$ cat src/rtl/mips_mem_pkg.sv
// Shared definitions for the MEM-stage data-memory access path:
// access-size encodings, FSM states and the alignment rule.
package mips_mem_pkg;

  localparam logic [1:0] MEM_BYTE = 2'b00;
  localparam logic [1:0] MEM_HALF = 2'b01;
  localparam logic [1:0] MEM_WORD = 2'b10;

  typedef enum logic [1:0] {
    IDLE = 2'b00,
    BUSY = 2'b01,
    DONE = 2'b10
  } state_e;

  // The reserved size 2'b11 behaves as a word access.
  function automatic logic is_misaligned(input logic [1:0] size,
                                         input logic [1:0] addr_lo);
    case (size)
      MEM_BYTE: return 1'b0;
      MEM_HALF: return addr_lo[0];
      default:  return (addr_lo != 2'b00);
    endcase
  endfunction

endpackage

$ cat src/rtl/mem_load_align.sv
// Load data formatter: picks the addressed byte/half lane out of a bus word
// and sign- or zero-extends it to 32 bits. Purely combinational.
module mem_load_align (
  input  logic [31:0] rdata_i,
  input  logic [1:0]  addr_lo_i,
  input  logic [1:0]  size_i,
  input  logic        unsigned_i,
  output logic [31:0] data_o
);
  import mips_mem_pkg::*;

  logic [7:0]  byte_sel;
  logic [15:0] half_sel;

  always_comb begin
    // NOTE: every always_comb output gets a default first so no path can infer a latch.
    byte_sel = rdata_i[7:0];
    half_sel = addr_lo_i[1] ? rdata_i[31:16] : rdata_i[15:0];
    data_o   = rdata_i;

    case (addr_lo_i)
      2'd1:    byte_sel = rdata_i[15:8];
      2'd2:    byte_sel = rdata_i[23:16];
      2'd3:    byte_sel = rdata_i[31:24];
      default: byte_sel = rdata_i[7:0];
    endcase

    case (size_i)
      MEM_BYTE: data_o = {{24{byte_sel[7] & ~unsigned_i}}, byte_sel};
      MEM_HALF: data_o = {{16{half_sel[15] & ~unsigned_i}}, half_sel};
      default:  data_o = rdata_i;
    endcase
  end

endmodule

$ cat src/rtl/mem_access_unit.sv
// MEM-stage access engine: turns a load/store into one req/ack bus transaction,
// stalls the pipeline until it completes, and returns formatted load data.
module mem_access_unit #(
  parameter int TIMEOUT = 16
) (
  input  logic        clk,
  input  logic        reset,
  input  logic        mem_read_in,
  input  logic        mem_write_in,
  input  logic [1:0]  mem_size_in,
  input  logic        mem_unsigned_in,
  input  logic [31:0] addr_in,
  input  logic [31:0] write_data_in,
  output logic        bus_req_out,
  output logic        bus_we_out,
  output logic [31:0] bus_addr_out,
  output logic [31:0] bus_wdata_out,
  output logic [3:0]  bus_be_out,
  input  logic [31:0] bus_rdata_in,
  input  logic        bus_ack_in,
  output logic        stall_out,
  output logic [31:0] read_data_out,
  output logic        read_valid_out,
  output logic        misaligned_out,
  output logic        bus_error_out
);
  import mips_mem_pkg::*;

  state_e      state_q;
  logic [1:0]  size_q;
  logic [1:0]  off_q;
  logic        uns_q;
  logic [7:0]  cnt_q;
  logic        bus_req_q;
  logic        bus_we_q;
  logic [31:0] bus_addr_q;
  logic [31:0] bus_wdata_q;
  logic [3:0]  bus_be_q;
  logic [31:0] read_data_q;
  logic        read_valid_q;
  logic        bus_error_q;

  logic        access;
  logic        misaligned;
  logic [3:0]  be_d;
  logic [31:0] wdata_d;
  logic [31:0] load_fmt;

  assign access     = mem_write_in | mem_read_in;
  assign misaligned = is_misaligned(mem_size_in, addr_in[1:0]);

  // Store lane steering; loads read the whole word with no write data.
  always_comb begin
    be_d    = 4'b1111;
    wdata_d = '0;
    if (mem_write_in) begin
      case (mem_size_in)
        MEM_BYTE: begin
          be_d    = 4'b0001 << addr_in[1:0];
          wdata_d = {4{write_data_in[7:0]}};
        end
        MEM_HALF: begin
          be_d    = addr_in[1] ? 4'b1100 : 4'b0011;
          wdata_d = {2{write_data_in[15:0]}};
        end
        default: wdata_d = write_data_in;
      endcase
    end
  end

  mem_load_align u_load_align (
    .rdata_i   (bus_rdata_in),
    .addr_lo_i (off_q),
    .size_i    (size_q),
    .unsigned_i(uns_q),
    .data_o    (load_fmt)
  );

  always_comb begin
    stall_out      = 1'b0;
    misaligned_out = 1'b0;
    case (state_q)
      IDLE: begin
        stall_out      = access & ~misaligned;
        misaligned_out = access & misaligned;
      end
      BUSY:    stall_out = 1'b1;
      default: stall_out = 1'b0;
    endcase
  end

  always_ff @(posedge clk or negedge reset) begin
    if (!reset) begin
      state_q      <= IDLE;
      size_q       <= MEM_BYTE;
      off_q        <= '0;
      uns_q        <= 1'b0;
      cnt_q        <= '0;
      bus_req_q    <= 1'b0;
      bus_we_q     <= 1'b0;
      bus_addr_q   <= '0;
      bus_wdata_q  <= '0;
      bus_be_q     <= '0;
      read_data_q  <= '0;
      read_valid_q <= 1'b0;
      bus_error_q  <= 1'b0;
    end else begin
      // NOTE: state is updated with <= so every register samples pre-edge values.
      read_valid_q <= 1'b0;
      bus_error_q  <= 1'b0;
      case (state_q)
        IDLE: begin
          if (access && !misaligned) begin
            size_q      <= mem_size_in;
            off_q       <= addr_in[1:0];
            uns_q       <= mem_unsigned_in;
            cnt_q       <= '0;
            bus_req_q   <= 1'b1;
            bus_we_q    <= mem_write_in;
            bus_addr_q  <= {addr_in[31:2], 2'b00};
            bus_be_q    <= be_d;
            bus_wdata_q <= wdata_d;
            state_q     <= BUSY;
          end
        end
        BUSY: begin
          if (bus_ack_in) begin
            bus_req_q <= 1'b0;
            if (!bus_we_q) begin
              read_data_q  <= load_fmt;
              read_valid_q <= 1'b1;
            end
            state_q <= DONE;
          end else if (cnt_q == 8'(TIMEOUT - 1)) begin
            bus_req_q   <= 1'b0;
            bus_error_q <= 1'b1;
            read_data_q <= '0;
            state_q     <= DONE;
          end else begin
            cnt_q <= cnt_q + 8'd1;
          end
        end
        // The finished instruction's inputs are still present here; ignore them.
        DONE:    state_q <= IDLE;
        default: state_q <= IDLE;
      endcase
    end
  end

  assign bus_req_out    = bus_req_q;
  assign bus_we_out     = bus_we_q;
  assign bus_addr_out   = bus_addr_q;
  assign bus_wdata_out  = bus_wdata_q;
  assign bus_be_out     = bus_be_q;
  assign read_data_out  = read_data_q;
  assign read_valid_out = read_valid_q;
  assign bus_error_out  = bus_error_q;

endmodule

$ cat config.mk
export PLATFORM = sky130hd
export DESIGN_NAME = mem_access_unit
export DESIGN_NICKNAME = d
export VERILOG_FILES = /design/src/rtl/mips_mem_pkg.sv /design/src/rtl/mem_load_align.sv /design/src/rtl/mem_access_unit.sv
export SDC_FILE = /design/constraint.sdc
export NUM_CORES = 1
export LEC_CHECK = 0
export BUFFER_PORTS_ARGS = -buffer_cell sky130_fd_sc_hd__buf_4
export CAP_MARGIN = 10
export CORE_MARGIN = 3
export CORE_UTILIZATION = 49
export CTS_CLUSTER_SIZE = 12
export DETAILED_ROUTE_END_ITERATION = 10
export HOLD_SLACK_MARGIN = 0.02
export PLACE_DENSITY = 0.89
export SLEW_MARGIN = 40
export SYNTH_ARGS = -nofsm -noshare
export SYNTH_HDL_FRONTEND = slang
export SYNTH_SLANG_ARGS = --single-unit
$ cat constraint.sdc
create_clock -name clk -period 2.2 [get_ports clk]
set_input_delay 0.55 -clock clk [delete_from_list [all_inputs] [get_ports clk]]
set_output_delay 0.55 -clock clk [all_outputs]
set_load 0.01 [all_outputs]
==> results.rst <==
.. list-table::
   :header-rows: 1

   * - Metric
     - Value
   * - Via Count
     - 5219
   * - Final-report hold violation count
     - 0
   * - Number of antenna violations at the first check in global routing
     - 0
   * - Final wirelength
     - 16200 µm
   * - Worst Hold Launch
     - addr_in[24]
   * - Routed vias/inst
     - 5.52
   * - Data required, critical path
     - 1650 ps
   * - Status
     - finished, final reports clean
   * - Unrepaired setup endpoints after global routing
     - false
   * - Grt total ovfl
     - 0
   * - Post-Syn Instances
     - 575
   * - Global-route wire length before repair
     - 26100 µm
   * - Netlist area before placement
     - 5500 µm²
   * - Ordered list of cells on the worst path
     - buf_4, a21oi_1, buf_4, or2_2, nor4_4, buf_4
   * - Worst-Margin Slew
     - 723 ps
   * - Initial core utilization
     - 50.5%
   * - Synthesis-to-layout area growth
     - 45.7%
   * - Worst-case vdd ir drop
     - 0.628 mV
   * - WS Path Type
     - input pin to output pin
   * - Setup repair bufs after CTS
     - 0
   * - Number of nets in the layout
     - 897
   * - Flop-to-flop setup slack
     - 230 ps
   * - HPWL Detailed
     - 12100 µm
   * - Pin count of the biggest net entering global routing
     - 62
   * - TritonCTS Sinks
     - 117
   * - Kind of end point of the critical path
     - output pin
   * - Synthesis warning total
     - 0
   * - Setup TNS
     - 0 ps
   * - Most prevalent standard cell on the critical path
     - buf_4
   * - ANT nets after route
     - 0
   * - Critical path's slowest cell
     - or2_2
   * - CP startpoint kind
     - input pin
   * - Cell total after placement
     - 912
   * - Critical path startpoint
     - mem_size_in[1]
   * - Final antenna diode count
     - 0
   * - Placeable core region
     - 10900 µm²
   * - Routability-driven placement congestion ratio
     - 0.953
   * - Clock tree from TritonCTS
     - built
   * - Crit path largest cell delay
     - 310 ps
   * - Htree depth
     - 4
   * - Number of setup violations in the final report
     - 0
   * - Residual DRC
     - 0
   * - Leading register cell type out of synthesis
     - dfrtp_1
   * - Vert. Die Dim
     - 112 µm
   * - Library cells used by synthesis
     - 51
   * - Async S/R FF share, synth
     - 100%
   * - Quantity of I/O buffers inserted on ports
     - 207
   * - Number of global-route vias before repair
     - 5342
   * - Number of synthesized flops with an enable pin
     - 0
   * - Standard-cell rows
     - 38
   * - Worst-skew pair later-pin latency
     - 510 ps
   * - Horizontal die dimension
     - 112 µm
   * - Clock Pin Slew Worst Setup and Hold Paths
     - 50 ps
   * - Number of synthesized register bits
     - 117
   * - Power density over the cells
     - 1260 nW/µm²
   * - Number of buffers created by CTS
     - 17
   * - Routed length per instance
     - 17.1 µm
   * - Final Skew
     - 7.42 ps
   * - Critical path arrival
     - 1600 ps
   * - Fraction of layout cells with a size suffix above 1
     - 36.8%
   * - Number of detailed-routing iterations run before antenna repair
     - 6
   * - Worst relative slew slack
     - 51.8%
   * - Initial drt markers
     - 367
   * - Root buffer cell
     - clkbuf_8
   * - IO Pins
     - 210
   * - Crit path buffers/inverters
     - 3
   * - Layout filler cell count
     - 782
   * - Maximum fanout count along the critical path
     - 4
   * - Worst min-delay path class
     - input pin to flip-flop
   * - Longest Clk Path Bufs
     - 2
   * - Time the final worst path needs with I/O delays and setup
     - 2150 ps
   * - Final instance count without filler cells
     - 945
   * - Number of slew-limit violations in the final report
     - 0
   * - Standby leakage power
     - 4.07 nW
   * - GR Util All Layers
     - 25.9%
   * - Highest clock rate
     - 464 MHz
   * - Avg Cell Area, Syn
     - 9.56 µm²
   * - Portion of the post-synthesis area used by sequential elements
     - 53.3%
   * - R2r startpoint
     - state_q[0]
   * - Period Utilization, post-route
     - 97.9%
   * - Number of max-cap violations
     - 0
   * - Total die area
     - 12500 µm²
   * - Delay-heaviest family, CP
     - simple AND/OR/NAND/NOR gates
path summary, 6_finish.rpt:
kind,depth (start not counted),endpoint
hold reg to reg,2,bus_addr_out[3]
min in group asynchronous,2,read_data_out[16]
max in group asynchronous,3,bus_wdata_out[31]
hold / removal,3,bus_addr_out[24]
setup reg to reg,8,read_data_out[8]
setup / recovery,6,misaligned_out
cells in the mapped netlist, drive strengths merged, types with 2 or more instances:
cell type,number,area (µm²)
o21ai,42,210
nand3,14,70.1
nor4,2,12.5
a32o,2,21.3
clkbuf,16,60.1
and3,2,12.5
nand2b,2,12.5
a31oi,3,18.8
mux2,5,56.3
o211ai,4,30.0
nor3,2,10.0
a311o,6,60.1
nor2b,4,25.0
buf,25,130
a21o,2,15.0
nand3b,6,45.0
and2,7,43.8
a22oi,7,52.6
dfrtp,117,2930
mux2i,32,320
or3b,3,26.3
a221oi,2,17.5
nand2,184,691
xor2,3,26.3
nand4,2,12.5
nor2,13,48.8
inv,7,26.3
a221o,17,190
or4,2,18.8
o31ai,17,128
o22ai,3,18.8
a21oi,11,55.1
logic make-up after synthesis:
logic type	count (synthesis)	synth area share (%)
and+or+nand+nor	246	19.1
adders and majority gates	1	0.228
AOI/OAI and AO/OA	121	16.0
xor gates and xnor gates	3	0.478
DFF	117	53.3
muxes	37	6.85
other	1	0.0682
buffers and inverters	49	4.01
repair_timing:
action | in CTS | in global routing
resized for setup | 0 | 2
endpoints found under the setup margin | 0 | 25
hold buffers | 1 | 0
endpoints found under the hold margin | 20 | 0
sequential cells by signal, summed over array words and instances (netlist names), 2 cells and up:
name           flops
size_q             2
bus_wdata_out     32
off_q              2
bus_be_out         4
bus_addr_out      30
read_data_out     32
state_q            2
cnt_q              8
cell type report:
cell class / count / area [µm²] / share of cell area (%)
sequential: 117 / 2930 / 36.5
multi-input combinational: 410 / 2410 / 30.0
timing repair buffer: 238 / 1850 / 23.1
clock buffer: 22 / 443 / 5.53
clock inverter: 10 / 178 / 2.22
tap: 140 / 175 / 2.19
inverter: 8 / 30.0 / 0.375
worst min-delay path, cell delays in order:
cell and delay (ps):
buf_4 70, nand2_1 40, nand2_1 40
routing by layer:
| layer | wire (µm) | share of wire, % | global-route usage (%) | up-vias |
|---|---|---|---|---|
| met2 | 8030 | 50 | 44.3 | 248 |
| met5 | 0 | 0 | 0 | - |
| met1 | 6390 | 40 | 30.9 | 2509 |
| li1 | - | - | - | 2433 |
| met3 | 1470 | 9.1 | 8.86 | 29 |
| met4 | 283 | 1.7 | 7.87 | 0 |
power by group:
part,internal [mW],switching (mW),leakage [nW]
clock,1.98,0.932,0.303
combinational,1.86,1.81,2.29
sequential,2.95,0.574,1.48
cells in the final DEF, fill, tap and decap left out, types with 2 or more instances in the layout:
cell | synthesis | layout
clkbuf_1 | 16 | 4
o31ai_1 | 17 | 17
a221oi_1 | 2 | 2
mux2i_1 | 32 | 32
buf_4 | 2 | 232
clkbuf_8 | 0 | 2
nand3_1 | 14 | 14
buf_12 | 0 | 5
a311o_1 | 6 | 6
nand2b_1 | 2 | 2
a31oi_1 | 3 | 2
and3_1 | 2 | 2
bufinv_16 | 0 | 5
a22oi_1 | 7 | 7
dfrtp_1 | 117 | 117
mux2_2 | 5 | 5
a21o_1 | 2 | 2
nand3b_1 | 6 | 6
nand2_1 | 184 | 184
clkinv_2 | 0 | 4
xor2_1 | 3 | 3
a21oi_1 | 11 | 11
and2_1 | 6 | 6
o22ai_1 | 3 | 3
or3b_1 | 2 | 2
nor3_1 | 2 | 2
nor2_1 | 13 | 13
inv_1 | 7 | 7
nand4_1 | 2 | 2
o21ai_0 | 42 | 42
conb_1 | 1 | 2
a221o_2 | 16 | 16
clkbuf_16 | 0 | 16
nor2b_1 | 4 | 4
o211ai_1 | 4 | 4
metrics by stage:
| stage | instance area, µm² | power, mW | utilization, % | hold WS, ps | setup slack [ps] |
|---|---|---|---|---|---|
| 3_3_place_gp | 7360 | 7.04 | 67.6 | 461 | -77.2 |
| 3_5_place_dp | 7370 | 7.22 | 67.7 | 462 | 19.9 |
| 4_1_cts | 8000 | 10.2 | 73.5 | 213 | 8.51 |
| 2_1_floorplan | 5510 | 5.28 | - | 254 | 18.7 |
| 6_report | 8010 | 10.1 | 73.6 | 234 | 46.7 |
| 5_1_grt | 8010 | 10.7 | 73.6 | 226 | 0.728 |
Note: power is estimated with default switching activity, not from simulation.
